## config.mk

```make
export PLATFORM = sky130hd
export DESIGN_NAME = carpma_seq
export DESIGN_NICKNAME = d
export VERILOG_FILES = /design/src/rtl/carpma_seq.sv
export SDC_FILE = /design/constraint.sdc
export NUM_CORES = 1
export LEC_CHECK = 0
export BUFFER_PORTS_ARGS = -buffer_cell sky130_fd_sc_hd__buf_2
export CAP_MARGIN = 10
export CORE_MARGIN = 2
export CORE_UTILIZATION = 40
export CTS_CLUSTER_SIZE = 24
export DETAILED_ROUTE_END_ITERATION = 12
export PLACE_DENSITY = 0.56
export SLEW_MARGIN = 20
export SYNTH_ARGS = -nofsm -noshare
export SYNTH_HDL_FRONTEND = slang
export SYNTH_SLANG_ARGS = --single-unit
```

## constraint.sdc

```tcl
create_clock -name clk -period 5.43 [get_ports clk]
set_clock_uncertainty 0.05 [all_clocks]
set_input_delay 0.543 -clock clk [delete_from_list [all_inputs] [get_ports clk]]
set_output_delay 0.543 -clock clk [all_outputs]
set_load 0.01 [all_outputs]
```

## src/rtl/carpma_seq.sv

```systemverilog
// Sequential unsigned shift-and-add multiplier.
// One multiplier bit per cycle; result and done held until next start.
module carpma_seq #(
  parameter int WIDTH = 4
) (
  input  logic               clk,
  input  logic               rst_n,
  input  logic               start,
  input  logic [WIDTH-1:0]   multiplicand,
  input  logic [WIDTH-1:0]   multiplier,
  output logic [2*WIDTH-1:0] product,
  output logic               done
);

  localparam int PW = 2 * WIDTH;
  localparam int CW = $clog2(WIDTH) + 1;
  localparam logic [CW-1:0] LAST = CW'(WIDTH - 1);

  typedef enum logic [1:0] {
    IDLE = 2'd0,
    CALC = 2'd1,
    DONE = 2'd2
  } state_t;

  state_t          state_q, state_d;
  logic [PW-1:0]   mcand_q, mcand_d;
  logic [WIDTH-1:0] mplier_q, mplier_d;
  logic [PW-1:0]   acc_q, acc_d;
  logic [CW-1:0]   cnt_q, cnt_d;
  logic [PW-1:0]   product_q, product_d;
  logic            done_q, done_d;
  logic [PW-1:0]   addend;

  always_ff @(posedge clk or negedge rst_n) begin
    if (!rst_n) begin
      state_q   <= IDLE;
      mcand_q   <= '0;
      mplier_q  <= '0;
      acc_q     <= '0;
      cnt_q     <= '0;
      product_q <= '0;
      done_q    <= 1'b0;
    end else begin
      state_q   <= state_d;
      mcand_q   <= mcand_d;
      mplier_q  <= mplier_d;
      acc_q     <= acc_d;
      cnt_q     <= cnt_d;
      product_q <= product_d;
      done_q    <= done_d;
    end
  end

  assign addend = mplier_q[0] ? mcand_q : '0;

  always_comb begin
    state_d   = state_q;
    mcand_d   = mcand_q;
    mplier_d  = mplier_q;
    acc_d     = acc_q;
    cnt_d     = cnt_q;
    product_d = product_q;
    done_d    = done_q;
    unique case (state_q)
      IDLE, DONE: begin
        if (start) begin
          mcand_d  = {{WIDTH{1'b0}}, multiplicand};
          mplier_d = multiplier;
          acc_d    = '0;
          cnt_d    = '0;
          done_d   = 1'b0;
          state_d  = CALC;
        end
      end
      CALC: begin
        acc_d    = acc_q + addend;
        mcand_d  = mcand_q << 1;
        mplier_d = mplier_q >> 1;
        cnt_d    = cnt_q + 1'b1;
        // last iteration publishes the sum including its own add
        if (cnt_q == LAST) begin
          product_d = acc_q + addend;
          done_d    = 1'b1;
          state_d   = DONE;
        end
      end
      default: state_d = IDLE;
    endcase
  end

  assign product = product_q;
  assign done    = done_q;

endmodule

```

==> flow_metrics.tcl, run 1 <==
set metrics [dict create \
    clock_latency_ps 280 \
    final_max_slew_viol_count 0 \
    synth_warn 0 \
    finalHoldViolCount 0 \
    placementRows 24 \
    synthFlopType "sky130_fd_sc_hd__dfrtp_1" \
    h-tree-depth 2 \
    antenna_violating_nets_post_route 0 \
    finalCriticalPeriod_ps 2240 \
    detailed_route_wire_length_on_metal_1_um 1650 \
    post_route_setup_tns_ps 0 \
    synthDominantAreaCellType "sky130_fd_sc_hd__dfrtp_1" \
    die_h_um 70.2 \
    globalRoute.totalOverflow 0 \
    detail_route.iter0.violations 61 \
    netlist.area_leader.share_pct 48.6 \
    area.sequential_sq_um 851 \
    dr_wl_met3_um 136 \
    core_sq_mm 0.00429 \
    cts_root_buffer "sky130_fd_sc_hd__clkbuf_8" \
    io_buffers 19 \
    post-route-util_pct 45.6 \
    grt_use_total_pct 15.9 \
    status "finished clean" \
    gate_count_after_technology_mapping 169 \
    post-route-drc-count 0 \
    timing_worst_slew_pin_value_ps 765 \
    antenna_cells_inserted 0 \
    maxUsedRoutingLayer "met4" \
    reg2reg_setup_slack_ps 3190 \
    report.final.setup_viol 0 \
    max_cap_viol_count 0 \
    edff_count_synth 0 \
    die_width_um 70.2 \
    route.met2.wl_um 1620 \
    slew_headroom_pct 49.0 \
    grt_pass1_wl_um 6050 \
    syn-cell-area_sq_mm 0.00175 \
    p_leak_nw 0.930 \
    drt-wirelength-per-cell_um 14.4 \
    timing.critical_path.arrival_ps 2360 \
    initial_core_util_pct 40.8 \
    nets 209 \
    synthesis.nets 190 \
    vias_after_detailed_routing 1299 \
    synth_seq_cells 34 \
    timing.critical_path.from_type "flop" \
    pwr_density_cell_mw_per_mm2 659 \
    first_global_vias 1296 \
    die_area_sq_mm 0.00492 \
    layout.cells.most_common_list "34 x sky130_fd_sc_hd__dfrtp_1, 23 x sky130_fd_sc_hd__nand2_1, 19 x sky130_fd_sc_hd__buf_2" \
    floorplan.io_pins 20 \
    ys_seq_area_share_pct 48.6 \
    worstPathRequired_ps 5550 \
    yosys-top-cells-area "sky130_fd_sc_hd__dfrtp_1 49%, sky130_fd_sc_hd__ha_1 6.4%, sky130_fd_sc_hd__a22o_1 6.0%" \
    layout_commonest_cell "sky130_fd_sc_hd__dfrtp_1" \
    tritoncts "yes" \
    crit_type "flop to flop" \
    hp-class "primary input to async pin" \
    timing.fmax_mhz 446 \
    finish.cell_count_without_fillers 240 \
    synth_async_sr_flop_share_pct 100 \
    worst_setup_hold_path_clk_slew_ps 70 \
    ctsHoldBuffers 0 \
    grt_setup_unrepaired "false" \
    maximum_number_of_pins_on_one_net_before_global_route_repair 35 \
    clock_buffer_count_from_cts 5 \
    antenna_violations_before_repair 0 \
    clock_sinks 34 \
    critPathCaptureType "flop" \
    drtPass1Iterations 4 \
    routed_wirelength_um 3460 \
    cts_post_setup_buffers_inserted 0 \
    area_growth_pct 11.8 \
    multiInputGateArea_sq_um 847 \
    cts.path.max_buffers 2 \
    synth_cell_type_count 35 \
    place.detailed.hpwl_um 2440 \
    cts_repair_resize_count 0 \
    gp_congestion 0.829 \
    layout.filler_cells 429 \
    synthesis.area_per_instance_sq_um 10.4 \
    worst_ir_drop_vdd_uv 247 \
    critical_path.max_fanout 9 \
    dp.cells 233 \
    min_period_over_period_pct 41.3 \
    vias_per_cell 5.41 \
    drive_above_1_share_pct 19.1 \
]
==> logic make-up (layout without fill, tap and decap cells) <==
family	Yosys count	after routing	share of synthesized area, %
XOR/XNOR	4	4	2.79
buffers and inverters	13	32	3.00
adder cells (fa/ha/maj)	10	10	7.58
multiplexers	7	7	4.43
AO/OA/AOI/OAI	40	40	15.9
flip-flops	34	34	48.6
AND/OR/NAND/NOR	61	61	17.7
==> worst max-delay path, cell delays in order, from the launching register on <==
cell and delay (ps):
sky130_fd_sc_hd__dfrtp_1 460, sky130_fd_sc_hd__and2_1 170, sky130_fd_sc_hd__ha_1 190, sky130_fd_sc_hd__inv_1 70, sky130_fd_sc_hd__fa_1 440, sky130_fd_sc_hd__nor2b_4 140, sky130_fd_sc_hd__o21ai_2 70, sky130_fd_sc_hd__a21oi_2 210
sky130_fd_sc_hd__nor2b_1 90, sky130_fd_sc_hd__mux2_2 260
==> registers in the layout (all words and copies together) (netlist names) <==
name,count
mplier_q,4
product,8
acc_q,8
state_q,2
done,1
mcand_q,8
cnt_q,3
==> path summary, 6_finish.rpt <==
check / depth (start not counted) / endpoint / from
worst max-delay path: 9 / product[4] / mplier_q[0]
worst min-delay path: 1 / product[4] / rst_n
worst max register to register: 9 / product[4] / mplier_q[0]
worst min register to register: 2 / done / done
max in group asynchronous: 1 / mplier_q[1] / rst_n
min in group clk: 2 / done / done
==> synthesized netlist by cell type (all sizes together), types with 2 or more instances <==
cell    number
a211oi       2
a21oi        5
a22o        12
a31oi        6
and2         7
buf          4
clkbuf       3
dfrtp       34
ha           9
inv          6
mux2         6
nand2       23
nand2b       5
nand3        4
nor2        11
nor2b        4
nor3         2
o21ai       12
or4          2
xnor2        3
==> final cells by class <==
type | count | share of cell area, %
repair buffers | 19 | 4.86
well taps | 52 | 3.32
clock buffers | 7 | 3.90
flip-flops and latches | 34 | 43.5
inverters | 6 | 1.15
multi-input cells | 122 | 43.3
==> where the power goes <==
part | switching, mW | internal [mW]
logic | 0.369 | 0.298
clock network | 0.0843 | 0.0882
registers | 0.0748 | 0.376
==> per-layer routing <==
layer	vias up	GRT usage, %
met5	-	0
met4	0	6.41
met3	6	4.47
met2	28	25.8
met1	637	19.9
li1	628	-
==> through the flow <==
step	power (mW)	worst slack [ps]	hold WS, ps	area, sq um
after detailed placement	1.12	3190	416	1880
final	1.29	3190	282	1960
after floorplan	0.964	3390	197	1750
after global routing	1.41	3030	348	1960
after global placement	1.11	3280	410	1880
after CTS	1.31	3180	310	1960
Note: power is estimated with default switching activity, not from simulation.
==> run 2, diff against run 1 <==
--- a/config.mk
+++ b/config.mk
@@ -5,6 +5,7 @@
 export SDC_FILE = /design/constraint.sdc
 export NUM_CORES = 1
 export LEC_CHECK = 0
+export ABC_AREA = 1
 export BUFFER_PORTS_ARGS = -buffer_cell sky130_fd_sc_hd__buf_2
 export CAP_MARGIN = 10
 export CORE_MARGIN = 2
==> constraint.sdc (replaced) <==
create_clock -name clk -period 2.3 [get_ports clk]
set_clock_uncertainty 0.05 [all_clocks]
set_input_delay 0.23 -clock clk [delete_from_list [all_inputs] [get_ports clk]]
set_output_delay 0.23 -clock clk [all_outputs]
set_load 0.01 [all_outputs]
==> run 2 against run 1 <==
Net effect:
- maximum frequency rose by 23%
- synthesized cell count rose by 27%
- synthesized area rose by 1.3%
- register-to-register slack got worse by 2700 ps
- sequential share of layout area fell by 1.3 points
- design area rose by 3.2%
- critical path type unchanged
==> flow_metrics.tcl, run 2 <==
set metrics [dict create \
    status "finished clean" \
    yosys-top-cells-area "sky130_fd_sc_hd__dfrtp_1 48%, sky130_fd_sc_hd__nand2_1 14%, sky130_fd_sc_hd__inv_1 6.8%" \
    report.final.setup_viol 0 \
    placementRows 24 \
    tritoncts "yes" \
    critical-path-top-delay-family "adder cells" \
    min_period_over_period_pct 79.1 \
    finalCriticalPeriod_ps 1820 \
    syn-cell-area_sq_mm 0.00177 \
    cts.path.max_buffers 2 \
    io_buffers 19 \
    post-route-drc-count 0 \
    layout_commonest_cell "sky130_fd_sc_hd__nand2_1" \
    vias_per_cell 4.78 \
    floorplan.io_pins 20 \
    ys_seq_area_share_pct 48.0 \
    layout.cells.most_common_list "68 x sky130_fd_sc_hd__nand2_1, 34 x sky130_fd_sc_hd__dfrtp_1, 32 x sky130_fd_sc_hd__inv_1" \
    finalHoldViolCount 0 \
    layout.filler_cells 443 \
    synth_warn 0 \
    netlist.area_leader.share_pct 48.0 \
    worst_setup_hold_path_clk_slew_ps 70 \
    nets 259 \
    finish.cell_count_without_fillers 291 \
    timing.critical_path.arrival_ps 1950 \
    critical_path.cell_chain "nand2_1, inv_1, ha_1, inv_1, fa_1, nor2_1, o21ai_0, nand3_1, nand2_1" \
    maximum_number_of_pins_on_one_net_before_global_route_repair 35 \
    timing_worst_slew_pin_value_ps 766 \
    critPathCaptureType "flop" \
    clock_buffer_count_from_cts 5 \
    slew_headroom_pct 49.0 \
    die_width_um 70.6 \
    hp-class "primary input to flop" \
    die_h_um 70.6 \
    max_cap_viol_count 0 \
    clock_sinks 34 \
    synthesis.area_per_instance_sq_um 8.25 \
    critical_path.max_fanout 9 \
    p_leak_nw 1.14 \
    crit_buf_inv 2 \
    worstPathRequired_ps 2430 \
    vias_after_detailed_routing 1390 \
    grt_use_total_pct 15.7 \
    drive_above_1_share_pct 13.8 \
    antenna_violations_before_repair 0 \
    h-tree-depth 2 \
    synth_most_common_cell "sky130_fd_sc_hd__nand2_1" \
    clock_latency_ps 290 \
    edff_count_synth 0 \
    most_instantiated_cells_after_synthesis "68 x sky130_fd_sc_hd__nand2_1, 34 x sky130_fd_sc_hd__dfrtp_1, 32 x sky130_fd_sc_hd__inv_1" \
    worst_setup_path_startpoint "mplier_q[0]" \
    synth_async_sr_flop_share_pct 100 \
    grt_setup_unrepaired "false" \
    timing.hold.worst.start "multiplicand[0]" \
    synth_seq_cells 34 \
    antenna_violating_nets_post_route 0 \
    slowest_stage "sky130_fd_sc_hd__dfrtp_1" \
    antenna_cells_inserted 0 \
    drtPass1Iterations 4 \
    area_growth_pct 13.9 \
    first_global_vias 1285 \
    grt_pass1_wl_um 6070 \
    synthesis.nets 236 \
    initial_core_util_pct 41.0 \
    place.detailed.hpwl_um 2510 \
    timing.critical_path.from_type "flop" \
    dp.cells 282 \
    routed_wirelength_um 3510 \
    globalRoute.totalOverflow 0 \
    pwr_density_cell_mw_per_mm2 1460 \
    timing.fmax_mhz 550 \
    gp_congestion 0.806 \
    synthDominantAreaCellType "sky130_fd_sc_hd__dfrtp_1" \
    gate_count_after_technology_mapping 215 \
    final_max_slew_viol_count 0 \
    die_area_sq_mm 0.00498 \
    core_sq_mm 0.00432 \
    cts_root_buffer "sky130_fd_sc_hd__clkbuf_8" \
    crit_type "flop to flop" \
    post_route_setup_tns_ps 0 \
    drt-wirelength-per-cell_um 12.1 \
    synth_cell_type_count 25 \
    r2r_start "mplier_q[0]" \
    synthFlopType "sky130_fd_sc_hd__dfrtp_1" \
    critical-path-max-stage-delay_ps 470 \
    worst_ir_drop_vdd_uv 669 \
    detail_route.iter0.violations 45 \
]
## run 2: cell types whose count changed after synthesis, sizes merged, moves of 4 or more
| cell | previous run | this run |
|---|---|---|
| o22ai | 0 | 5 |
| and2 | 7 | 0 |
| nand2b | 5 | 0 |
| nand2 | 23 | 69 |
| o211ai | 1 | 5 |
| nor2b | 4 | 0 |
| a31oi | 6 | 0 |
| inv | 6 | 35 |
| nand3 | 4 | 17 |
| mux2 | 6 | 0 |
| a22o | 12 | 2 |
## run 2: where the power goes
part           total, mW  internal [mW]  switching (mW)
Clock              0.546          0.324           0.222
Sequential          1.02          0.866           0.149
Combinational       1.38          0.521           0.856
## run 2: worst register-to-register path, stage by stage, from the launching register on
cell and delay (ps):
sky130_fd_sc_hd__dfrtp_1 470, sky130_fd_sc_hd__nand2_1 80, sky130_fd_sc_hd__inv_1 60, sky130_fd_sc_hd__ha_1 150, sky130_fd_sc_hd__inv_1 50, sky130_fd_sc_hd__fa_1 420, sky130_fd_sc_hd__nor2_1 170, sky130_fd_sc_hd__o21ai_0 120
sky130_fd_sc_hd__nand3_1 100, sky130_fd_sc_hd__nand2_1 50
## run 2: layer usage
metal	vias up	track usage, %	part of all wire, %
met2	23	23.7	44
met3	8	4.27	3.8
met5	-	0	0
met4	0	6.50	2.2
met1	632	21.4	50
li1	727	-	-
## run 2: worst paths after layout
kind | depth (start not counted) | end | slack [ps]
min in group asynchronous | 2 | acc_q[3] | 500
setup reg to reg | 9 | product[4] | 480
setup / recovery | 9 | product[4] | 480
max in group asynchronous | 2 | mcand_q[7] | 1200
hold reg to reg | 2 | product[4] | 430
hold / removal | 3 | mcand_q[0] | 120
## run 2: area by class of cell
class                   count  area [sq um]  area share (%)
repair buffers             22           120            5.95
inverters                  35           134            6.63
clock buffers               7          76.3            3.78
well taps                  52          65.1            3.22
clock inverters             1          30.0            1.49
multi-input cells         140           743            36.8
flip-flops and latches     34           851            42.1
## run 2: through the flow
stage               hold WS (ps)  utilization (%)  setup slack, ps  instance area [sq um]  power, mW
finish                       124             46.7              482                   2020       2.94
global route                 127             46.7              254                   2020       3.24
CTS                          118             46.7              479                   2020       2.98
detailed placement           308             44.0              506                   1900       2.42
global placement             309             44.0              505                   1900       2.42
floorplan                   -116                -              638                   1770       2.12
## run 2: cell families (layout without fill, tap and decap cells)
| logic type | count (synthesis) | count (layout) | synth area share [%] |
|---|---|---|---|
| AOI/OAI and AO/OA | 31 | 31 | 10.4 |
| xor gates and xnor gates | 2 | 2 | 0.988 |
| adders and majority gates | 10 | 10 | 7.48 |
| buffers and inverters | 41 | 65 | 10.1 |
| DFF | 34 | 34 | 48.0 |
| and+or+nand+nor | 97 | 97 | 23.1 |
## run 2: repair_timing
item / 4_1_cts / 5_1_grt
hold buffers: 1 / 0
endpoints found under the setup margin: 0 / 0
hold endpoints to repair: 28 / 0
resized for setup: 0 / 0
setup buffers: 0 / 0
==> run 3, diff against run 2 <==
==> constraint.sdc (replaced) <==
create_clock -name clk -period 1.8 [get_ports clk]
set_clock_uncertainty 0.05 [all_clocks]
set_input_delay 0.18 -clock clk [delete_from_list [all_inputs] [get_ports clk]]
set_output_delay 0.18 -clock clk [all_outputs]
set_load 0.01 [all_outputs]
==> run 3 against run 2 <==
Net effect:
- maximum frequency up 8.0%
- cell count up 1.7%
- first-iteration DRC count up 38%
- global-route usage up 0.47 points
- sequential share of layout area down 1.7 points
- setup slack worse by 370 ps
- critical path depth down 1
- critical path type unchanged
- core utilization up 2.1 points
- die area unchanged
- hold slack worse by 41 ps
- register-to-register slack worse by 370 ps
- clock power up 7.0%
==> flow_metrics.tcl, run 3 (synthesized netlist as in run 2, its figures left out) <==
set metrics [dict create \
    net-switching-power_mw 1.63 \
    layout_commonest_cell "sky130_fd_sc_hd__nand2_1" \
    io_buffers 19 \
    core_sq_mm 0.00432 \
    max_cap_viol_count 0 \
    die_area_sq_mm 0.00498 \
    die_h_um 70.6 \
    globalRoute.totalOverflow 0 \
    nets 264 \
    crit_type "flop to flop" \
    h-tree-depth 2 \
    clock_buffer_count_from_cts 5 \
    floorplan.io_pins 20 \
    grt_pass1_wl_um 6180 \
    drtPass1Iterations 4 \
    comb_power_share_pct 50.9 \
    grt_use_total_pct 16.1 \
    timing.critical_path.from_type "flop" \
    detail_route.iter0.violations 62 \
    clock_latency_ps 290 \
    timing_worst_slew_pin_value_ps 430 \
    antenna_violations_before_repair 0 \
    maximum_number_of_pins_on_one_net_before_global_route_repair 20 \
    layout.cells.most_common_list "64 x sky130_fd_sc_hd__nand2_1, 33 x sky130_fd_sc_hd__dfrtp_1, 30 x sky130_fd_sc_hd__inv_1" \
    internal_power_mw 2.19 \
    status "finished clean" \
    worstPathRequired_ps 1930 \
    antenna_violating_nets_post_route 0 \
    place.detailed.hpwl_um 2600 \
    critPathCaptureType "flop" \
    post-route-drc-count 0 \
    worst_ir_drop_vdd_uv 988 \
    timing.fmax_mhz 594 \
    clock_sinks 34 \
    worst_setup_hold_path_clk_slew_ps 70 \
    grt_setup_unrepaired "true" \
    min_period_over_period_pct 93.6 \
    timing.final.ws_setup_ps 116 \
    cts.path.max_buffers 2 \
    gp_congestion 0.803 \
    cts_root_buffer "sky130_fd_sc_hd__clkbuf_8" \
    first_global_vias 1371 \
    tritoncts "yes" \
    routed_wirelength_um 3610 \
    drive_above_1_share_pct 23.0 \
    pwr_density_cell_mw_per_mm2 1810 \
    p_leak_nw 1.16 \
    post_route_setup_tns_ps 0 \
    report.final.setup_viol 0 \
    die_width_um 70.6 \
    clkPwrFrac_pct 15.2 \
    vias_after_detailed_routing 1407 \
    timing.critical_path.arrival_ps 1820 \
    drt-wirelength-per-cell_um 12.2 \
    netSwitchingFraction_pct 42.7 \
    hp-class "primary input to flop" \
    antenna_cells_inserted 0 \
    finalHoldViolCount 0 \
    critical_path.max_fanout 8 \
    vias_per_cell 4.75 \
    initial_core_util_pct 41.0 \
    dp_slack_ps 8.11 \
    area_growth_pct 19.0 \
    final_max_slew_viol_count 0 \
    placementRows 24 \
    post-route-util_pct 48.8 \
    finalCriticalPeriod_ps 1680 \
    slew_headroom_pct 71.3 \
    sequentialPowerShare_pct 33.9 \
]
[run 3: final cells by class]
| class | instances | area, sq um |
|---|---|---|
| timing repair buffer | 27 | 170 |
| sequential | 34 | 852 |
| clock buffer | 7 | 86.3 |
| fill | 462 | 2210 |
| multi-input combinational | 140 | 797 |
| inverter | 35 | 134 |
| tap | 52 | 65.1 |
| clock inverter | 1 | 5.00 |
[run 3: power groups by stage]
stage	sequential, mW	combinational (mW)	clock (mW)
after floorplan	1.29	1.42	0
after CTS	1.29	1.90	0.609
after detailed placement	1.30	1.88	0
after global placement	1.30	1.86	0
after global routing	1.34	2.24	0.642
final	1.30	1.95	0.584
[run 3: final timing paths]
kind	startpoint	end	cells past startpoint	slack, ps
worst min register to register	product[6]	product[6]	2	420
worst min-delay path	multiplier[3]	mplier_q[3]	3	80
min in group asynchronous	rst_n	mcand_q[7]	2	310
worst max register to register	mplier_q[0]	acc_q[5]	8	120
max in group asynchronous	rst_n	product[2]	3	950
worst max-delay path	mplier_q[0]	acc_q[5]	8	120
[run 3: per-stage QoR]
stage	total power, mW	cells	hold slack (ps)	cell area (sq um)
2_1_floorplan	2.71	215	-166	1770
3_3_place_gp	3.16	287	96.0	1950
3_5_place_dp	3.18	287	93.7	1950
4_1_cts	3.80	296	81.6	2060
5_1_grt	4.23	296	75.3	2110
6_report	3.83	296	82.7	2110
[run 3: routing by layer]
layer	share of wire [%]	track usage, %	vias up
met1	50	21.3	642
met3	3.2	4.70	7
met5	0	0	-
li1	-	-	736
met2	45	24.9	22
met4	1.9	6.92	0
[run 3: repair_timing]
item | CTS | global route
buffers inserted | 0 | 0
hold buffers | 1 | 0
pin swaps | 0 | 2
setup endpoints to repair | 1 | 8
resized for setup | 1 | 16
hold endpoints to repair | 17 | 0
[run 3: critical path: stages, from the launching register on]
cell,delay (ps)
sky130_fd_sc_hd__dfrtp_2,450
sky130_fd_sc_hd__nand2_1,70
sky130_fd_sc_hd__inv_1,40
sky130_fd_sc_hd__ha_1,270
sky130_fd_sc_hd__or2_2,320
sky130_fd_sc_hd__nand3b_1,120
sky130_fd_sc_hd__nand3_1,90
sky130_fd_sc_hd__nand3_1,100
sky130_fd_sc_hd__nand2_1,50
